**config.mk**
```make
export PLATFORM = sky130hd
export DESIGN_NAME = pattern_seq_detector
export DESIGN_NICKNAME = d
export VERILOG_FILES = /design/src/rtl/pattern_seq_detector.sv
export SDC_FILE = /design/constraint.sdc
export NUM_CORES = 1
export LEC_CHECK = 0
export CAP_MARGIN = 30
export CORE_UTILIZATION = 30
export DETAILED_ROUTE_END_ITERATION = 10
export GPL_ROUTABILITY_DRIVEN = 0
export PLACE_DENSITY_LB_ADDON = 0.1
export SYNTH_ARGS = -nofsm -noshare
export SYNTH_HDL_FRONTEND = slang
export SYNTH_SLANG_ARGS = --single-unit
```
**constraint.sdc**
```tcl
create_clock -name clk -period 1.8 [get_ports clk]
set_clock_uncertainty 0.15 [all_clocks]
set_input_delay 0.18 -clock clk [delete_from_list [all_inputs] [get_ports clk]]
set_output_delay 0.18 -clock clk [all_outputs]
set_load 0.005 [all_outputs]
```
**src/rtl/pattern_seq_detector.sv**
```systemverilog
// Serial pattern detector: tracks progress through PATTERN (MSB first), pulses on match/abort.
// Optional saturating event counters are built when PATTERN_SEQ_DETECTOR_COUNT_EN is defined.
module pattern_seq_detector #(
    parameter int unsigned       PAT_W   = 4,
    parameter logic [PAT_W-1:0]  PATTERN = 4'b1100,
    parameter int unsigned       RESYNC  = 0,
    parameter int unsigned       CNT_W   = 8,
    parameter int unsigned       IDX_W   = $clog2(PAT_W + 1)
) (
    input  logic             clk,
    input  logic             rst_n,
    input  logic             clear,
    input  logic             in_valid,
    input  logic             in_bit,
    output logic             match,
    output logic             error,
    output logic [IDX_W-1:0] progress,
    output logic [CNT_W-1:0] match_cnt,
    output logic [CNT_W-1:0] err_cnt
);

    typedef enum logic {
        IDLE = 1'b0,
        RUN  = 1'b1
    } state_t;

    localparam logic [IDX_W-1:0] ZERO_IDX = {IDX_W{1'b0}};
    localparam logic [IDX_W-1:0] ONE_IDX  = IDX_W'(1);
    localparam logic [IDX_W-1:0] LAST_IDX = IDX_W'(PAT_W - 1);

    logic [IDX_W-1:0] idx_r;
    logic             match_r;
    logic             error_r;

    state_t           state_s;
    logic [PAT_W-1:0] pat_shift_s;
    logic             bit_ok_s;
    logic             hit_s;
    logic             miss_s;
    logic [IDX_W-1:0] resync_idx_s;

    // Decode the expected bit at the current position and classify the incoming bit.
    always_comb begin
        state_s      = (idx_r == ZERO_IDX) ? IDLE : RUN;
        pat_shift_s  = PATTERN << idx_r;
        bit_ok_s     = (in_bit == pat_shift_s[PAT_W-1]);
        hit_s        = in_valid & bit_ok_s & (idx_r == LAST_IDX);
        miss_s       = in_valid & ~bit_ok_s & (state_s == RUN);
        if ((RESYNC != 32'd0) && (in_bit == PATTERN[PAT_W-1])) begin
            resync_idx_s = ONE_IDX;
        end else begin
            resync_idx_s = ZERO_IDX;
        end
    end

    // Progress FSM with registered match/error pulses.
    always_ff @(posedge clk or negedge rst_n) begin
        if (!rst_n) begin
            idx_r   <= ZERO_IDX;
            match_r <= 1'b0;
            error_r <= 1'b0;
        end else if (clear) begin
            idx_r   <= ZERO_IDX;
            match_r <= 1'b0;
            error_r <= 1'b0;
        end else begin
            match_r <= hit_s;
            error_r <= miss_s;
            if (in_valid) begin
                case (state_s)
                    IDLE: begin
                        // PAT_W >= 2, so a single bit can never complete the pattern
                        if (bit_ok_s) begin
                            idx_r <= ONE_IDX;
                        end else begin
                            idx_r <= ZERO_IDX;
                        end
                    end
                    RUN: begin
                        if (bit_ok_s) begin
                            if (idx_r == LAST_IDX) begin
                                idx_r <= ZERO_IDX;
                            end else begin
                                idx_r <= idx_r + ONE_IDX;
                            end
                        end else begin
                            idx_r <= resync_idx_s;
                        end
                    end
                    default: idx_r <= ZERO_IDX;
                endcase
            end else begin
                idx_r <= idx_r;
            end
        end
    end

    assign match    = match_r;
    assign error    = error_r;
    assign progress = idx_r;

`ifdef PATTERN_SEQ_DETECTOR_COUNT_EN
    localparam logic [CNT_W-1:0] CNT_MAX = {CNT_W{1'b1}};

    logic [CNT_W-1:0] match_cnt_r;
    logic [CNT_W-1:0] err_cnt_r;

    function automatic logic [CNT_W-1:0] sat_inc(input logic [CNT_W-1:0] val);
        if (val == CNT_MAX) begin
            sat_inc = val;
        end else begin
            sat_inc = val + CNT_W'(1);
        end
    endfunction

    // Saturating counters, stepped on the same edge that raises the matching pulse.
    always_ff @(posedge clk or negedge rst_n) begin
        if (!rst_n) begin
            match_cnt_r <= {CNT_W{1'b0}};
            err_cnt_r   <= {CNT_W{1'b0}};
        end else if (clear) begin
            match_cnt_r <= {CNT_W{1'b0}};
            err_cnt_r   <= {CNT_W{1'b0}};
        end else begin
            if (hit_s) begin
                match_cnt_r <= sat_inc(match_cnt_r);
            end else begin
                match_cnt_r <= match_cnt_r;
            end
            if (miss_s) begin
                err_cnt_r <= sat_inc(err_cnt_r);
            end else begin
                err_cnt_r <= err_cnt_r;
            end
        end
    end

    assign match_cnt = match_cnt_r;
    assign err_cnt   = err_cnt_r;
`else
    assign match_cnt = {CNT_W{1'b0}};
    assign err_cnt   = {CNT_W{1'b0}};
`endif

endmodule

```
# Word-level counts from Yosys, hierarchy flattened
# Index checks and enable logic that the tools add are counted.
# op_classes
eq_ne,2
bitwise_logic,5
shift,1
add_sub_neg,1
muxes,9
reduce_logical,2
# op_table
op,count
$mux 3,4
$pmux 3 s2,1
$and 1x1->1,4
$mux 1,4
$shl 4x3->4 const A,1
$add 3x1->3 const B,1
$eq 3x2->1 const B,1
$logic_not 3->1,1
$reduce_bool 2->1,1
$eq 1x1->1,1
$not 1->1,1
# totals
register_bits,5

# Longest topological paths before layout
# logic_depth
depth_word,6
ltp_mapped,5
depth_no_buf,5

# Worst setup path before layout
# Ideal clock, no wire load.
# synth_path
path_kind,flip-flop to flip-flop
from,register idx_r[1] (netlist: progress[1])
to,register idx_r[0] (netlist: progress[0])
setup_slack_ns,0.445
path_buffers,0
path_stages_with_launch,6
t_arrival_ns,1.075
setup_time_ns,0.130
path_cell_list,dfrtp_1 inv_1 ha_1 o21bai_1 a21oi_1 a31oi_1
# synth_via
elab_chain_cells,6
elab_cells_between_ends,11
classes_between,2 x eq/ne; 1 x shift; 7 x mux; 1 x reduce/logical
# synth_lines
item,line_no,source
"start, declared",31,logic [IDX_W-1:0] idx_r;
"start signal, assigned",84,idx_r <= idx_r + ONE_IDX;
"start signal, assigned",87,idx_r <= resync_idx_s;
"start signal, assigned",93,idx_r <= idx_r;
$shl 4x3->4 / $eq 3x2->1 (equally long branches),"45, 81",
$eq 1x1->1 / $mux 3 (equally long branches),"46, 81",
$mux 3 / $mux 1 (equally long branches),"80, 73",
$pmux 3 s2 (*),70,case (state_s)
$mux 3 (*),69,if (in_valid) begin
$mux 3 (*),62,end else if (clear) begin
# Mark *: on every way between the ends. The rest lies on a longest branch, timed or not. The select of a mux whose other input is x is not followed.
# A chain may end at the register's enable or synchronous reset.

# Worst setup path in the final report
# layout_path
from,register idx_r[1] (netlist: progress[1])
to,output progress[1]
# layout_lines
item,line_no,source
"end, declared",17,"output logic [IDX_W-1:0] progress,"
# No word-level cell between the ends.

==> flow_results.org <==
** Status
- Run status :: completed

** Placement
- Before CTS, the worst setup slack after placement is roughly 180 ps.
- Port buffer count :: 9
- After legalization and detailed placement, the total HPWL measured 572 µm.

** Yosys
- Number of storage elements in the synthesis netlist :: 5
- For this run, the register share of the synthesized area comes to 27.9%.
- Combined area of all synthesized cells :: between 400 and 500 µm²
- The cell count after synthesis came out at 52.
- Count of unique library cells instantiated by Yosys :: 23
- Dominant cell type by area after synthesis :: dfrtp_1
- Synth area leaders :: dfrtp_1, buf_4, ha_1
- Synth top area share :: 27.9%
- Most common flop cell mapped by yosys :: dfrtp_1
- Number of enable-type register cells in the synthesized netlist :: 0
- After synthesis, the mean cell area works out to around 8.6 µm².
- Share of async-settable or async-resettable flops after synthesis :: 100%
- During synthesis, Yosys emitted a total of 0 warnings.

** Power and ir drop
- The analysis attributes to net switching a power of 0.0727 mW.
- Sw Share :: about 25%
- Portion of total power attributed to combinational logic :: between 15 and 20%
- Of the total power, the clock network draws 43.5%.
- In this run the power density over the cells is about 560 nW/µm².
- Standby leakage power :: about 0.25 nW
- The worst-case IR drop observed on VDD is between 0.3 and 0.4 mV.
- Sequential share of power :: between 40 and 50%
- The internal portion of the total power is roughly 0.22 mW.

** Setup path
- Endpoint of the lowest-slack register-to-register path :: progress[0]
- Critical path buffer and inverter count :: 1
- Measured in cells, the most critical reg-to-reg path has a length of 5.
- Largest fanout of any net on the critical path :: 9
- In this run the number of cells on the critical path is 1.
- Maximum cell stage delay along the critical path :: between 500 and 600 ps
- Among cell families on the critical path, the largest total delay comes from buffers and inverters.
- Data arrival, critical path :: about 1300 ps
- Slowest stage cell on the critical path :: clkdlybuf4s50_1
- In this run the critical register-to-register path is launched from progress[1].
- Launching element type of the critical path :: flip-flop
- The critical path goes through clkdlybuf4s50_1.
- Nature of the critical path endpoint :: output port
- Data required time of the critical path :: 1470 ps
- Setup slack on the worst reg-to-reg path comes out at 300 ps.
- By startpoint and endpoint, the worst setup path is classified as flip-flop to output port.
- Launching element of the worst setup path :: progress[1]

** Clock tree
- CTS saw 5 sinks.
- Post-cts gate resize count :: 0
- TritonCTS built the clock tree.
- Buffers inserted to repair hold after CTS numbered 0.
- Buffers inserted during clock tree synthesis total 3.
- Clock tree synthesis selected as its root buffer the cell clkbuf_4.
- Htree depth :: 1
- After clock tree synthesis, the clock-pin slew on the worst setup and hold paths is ~40 ps.
- At the later pin of the worst-skew pair, clock insertion delay measures around 240 ps.
- The longest clock path from root to sink contains 2 buffers.
- Post-CTS Repair Setup Buffers :: 0

** Floorplanning
- Number of standard-cell rows in the floorplan :: 13
- The die is slightly above 40 µm tall.
- Die area :: about 1700 µm²
- Horiz. Die Dim :: roughly 41 µm
- Initial core utilization :: 33.3%
- Number of primary I/O pins :: 26
- Core region area :: roughly 1400 µm²

** Timing
- Hold is met by approximately 6.8 ps.
- For this run, the top clock speed supported by timing is 607 MHz.
- Setup repair after global routing missed its margin :: no
- Period Utilization, post-route :: roughly nine tenths
- The final-report hold violation count is 0.
- Setup violations remaining at the end of the flow were counted as 0.
- After layout, the worst setup slack is between 150 and 200 ps.
- The total count of max-transition violations in the final report is 0.
- Final critical-path required period :: about 1600 ps
- TNS Setup :: 0 ps

** Routing
- Iteration-0 DRC count of the detailed router :: 6
- Detail-routed via count per cell :: between 4 and 5
- WL per Instance :: about 9.6 µm
- DR DRC count :: 0
- The detail route stage leaves a number of antenna-violating nets equal to 0.
- After detailed routing, the total wire length is around 760 µm.
- The detailed router placed ~330 vias in this run.
- Before antenna repair, the detailed router went through 4 iterations.

** Global routing
- GR Util All Layers :: 11.0%
- Largest net degree at the start of global routing :: 10
- Wire length of the first global-routing pass :: 1080 µm
- Initial antenna violation count :: 0
- The number of global-route vias before repair came to between 200 and 300.
- Grt total ovfl :: 0

** Final layout
- In the final layout, the share of cells above drive strength 1 is between 6 and 7%.
- The layout has about 140 filler cells.
- After the last flow step, the layout net total stands at 72.
- The area growth from synthesis to layout is 15.9%.
- Diodes inserted :: 0

** Worst hold path
- Class of the tightest hold or removal check :: primary input to async pin

** Flow run
- Max-Cap Viols :: 0
==> cells by family after synthesis <==
group	after synthesis	share of synthesized area, %
fa+ha+maj	2	5.57
compound gates	12	18.4
xor+xnor	1	1.95
buf+inv	19	29.2
flops	5	27.9
simple gates	12	16.2
other cells	1	0.835
==> layer usage <==
| layer | track usage, % | routed length, µm | part of all wire [%] | vias up |
|---|---|---|---|---|
| li1 | - | - | - | 166 |
| met1 | 14.0 | 371 | 49 | 142 |
| met2 | 13.5 | 299 | 40 | 18 |
| met3 | 8.15 | 69 | 9.1 | 2 |
| met4 | 5.00 | 16 | 2.1 | 0 |
| met5 | 0 | 0 | 0 | - |
==> sequential cells by signal (all words and copies together), names as in the netlist <==
register,flops
match,1
progress,3
error,1
==> power by group through the flow <==
stage	sequential, mW	combinational (mW)	clock (mW)
4_1_cts	0.118	0.0477	0.134
6_report	0.118	0.0476	0.128
3_5_place_dp	0.120	0.0476	0
3_3_place_gp	0.120	0.0477	0
2_1_floorplan	0.119	0.0508	0
5_1_grt	0.118	0.0551	0.143
==> cell usage after synthesis, drive strengths merged, types with 2 or more instances <==
cell and count:
inv 3, buf 16, ha 2, a21oi 3, o21ai 2, nand2 3
dfrtp 5, nor2b 2, o21bai 3
==> layout make-up <==
cell class	instances	area, µm²	share of cell area [%]
Clock buffer	4	26.3	5.05
Inverter	3	11.3	2.16
Multi-Input combinational cell	43	249	47.8
Sequential cell	5	125	24.0
Tap cell	15	18.8	3.61
Timing Repair Buffer	9	90.1	17.3
==> cells in the final DEF (no fill, tap or decap), types with 2 or more instances in the layout <==
cell             netlist  final
inv_1                  3      3
dfrtp_1                5      5
conb_1                 1     16
a21oi_1                2      2
o21ai_0                2      2
clkbuf_4               0      3
nor2b_1                2      2
o21bai_1               3      3
ha_1                   2      2
clkdlybuf4s50_1        0      9
nand2_1                3      3
==> through the flow <==
| stage | utilization [%] | power, mW | cell area [µm²] | instances |
|---|---|---|---|---|
| detailed placement | 36.6 | 0.167 | 494 | 75 |
| finish | 38.6 | 0.293 | 520 | 79 |
| global placement | 36.6 | 0.167 | 494 | 75 |
| global route | 38.6 | 0.317 | 520 | 79 |
| floorplan | - | 0.170 | 505 | 67 |
| CTS | 38.6 | 0.300 | 520 | 79 |
==> worst max path at each step <==
stage,end,slack [ps]
2_1_floorplan,progress[0],450
3_3_place_gp,progress[1],170
3_5_place_dp,error,180
4_1_cts,progress[1],150
5_1_grt,progress[1],90
6_report,progress[1],150
Note: power is estimated with default switching activity, not from simulation.
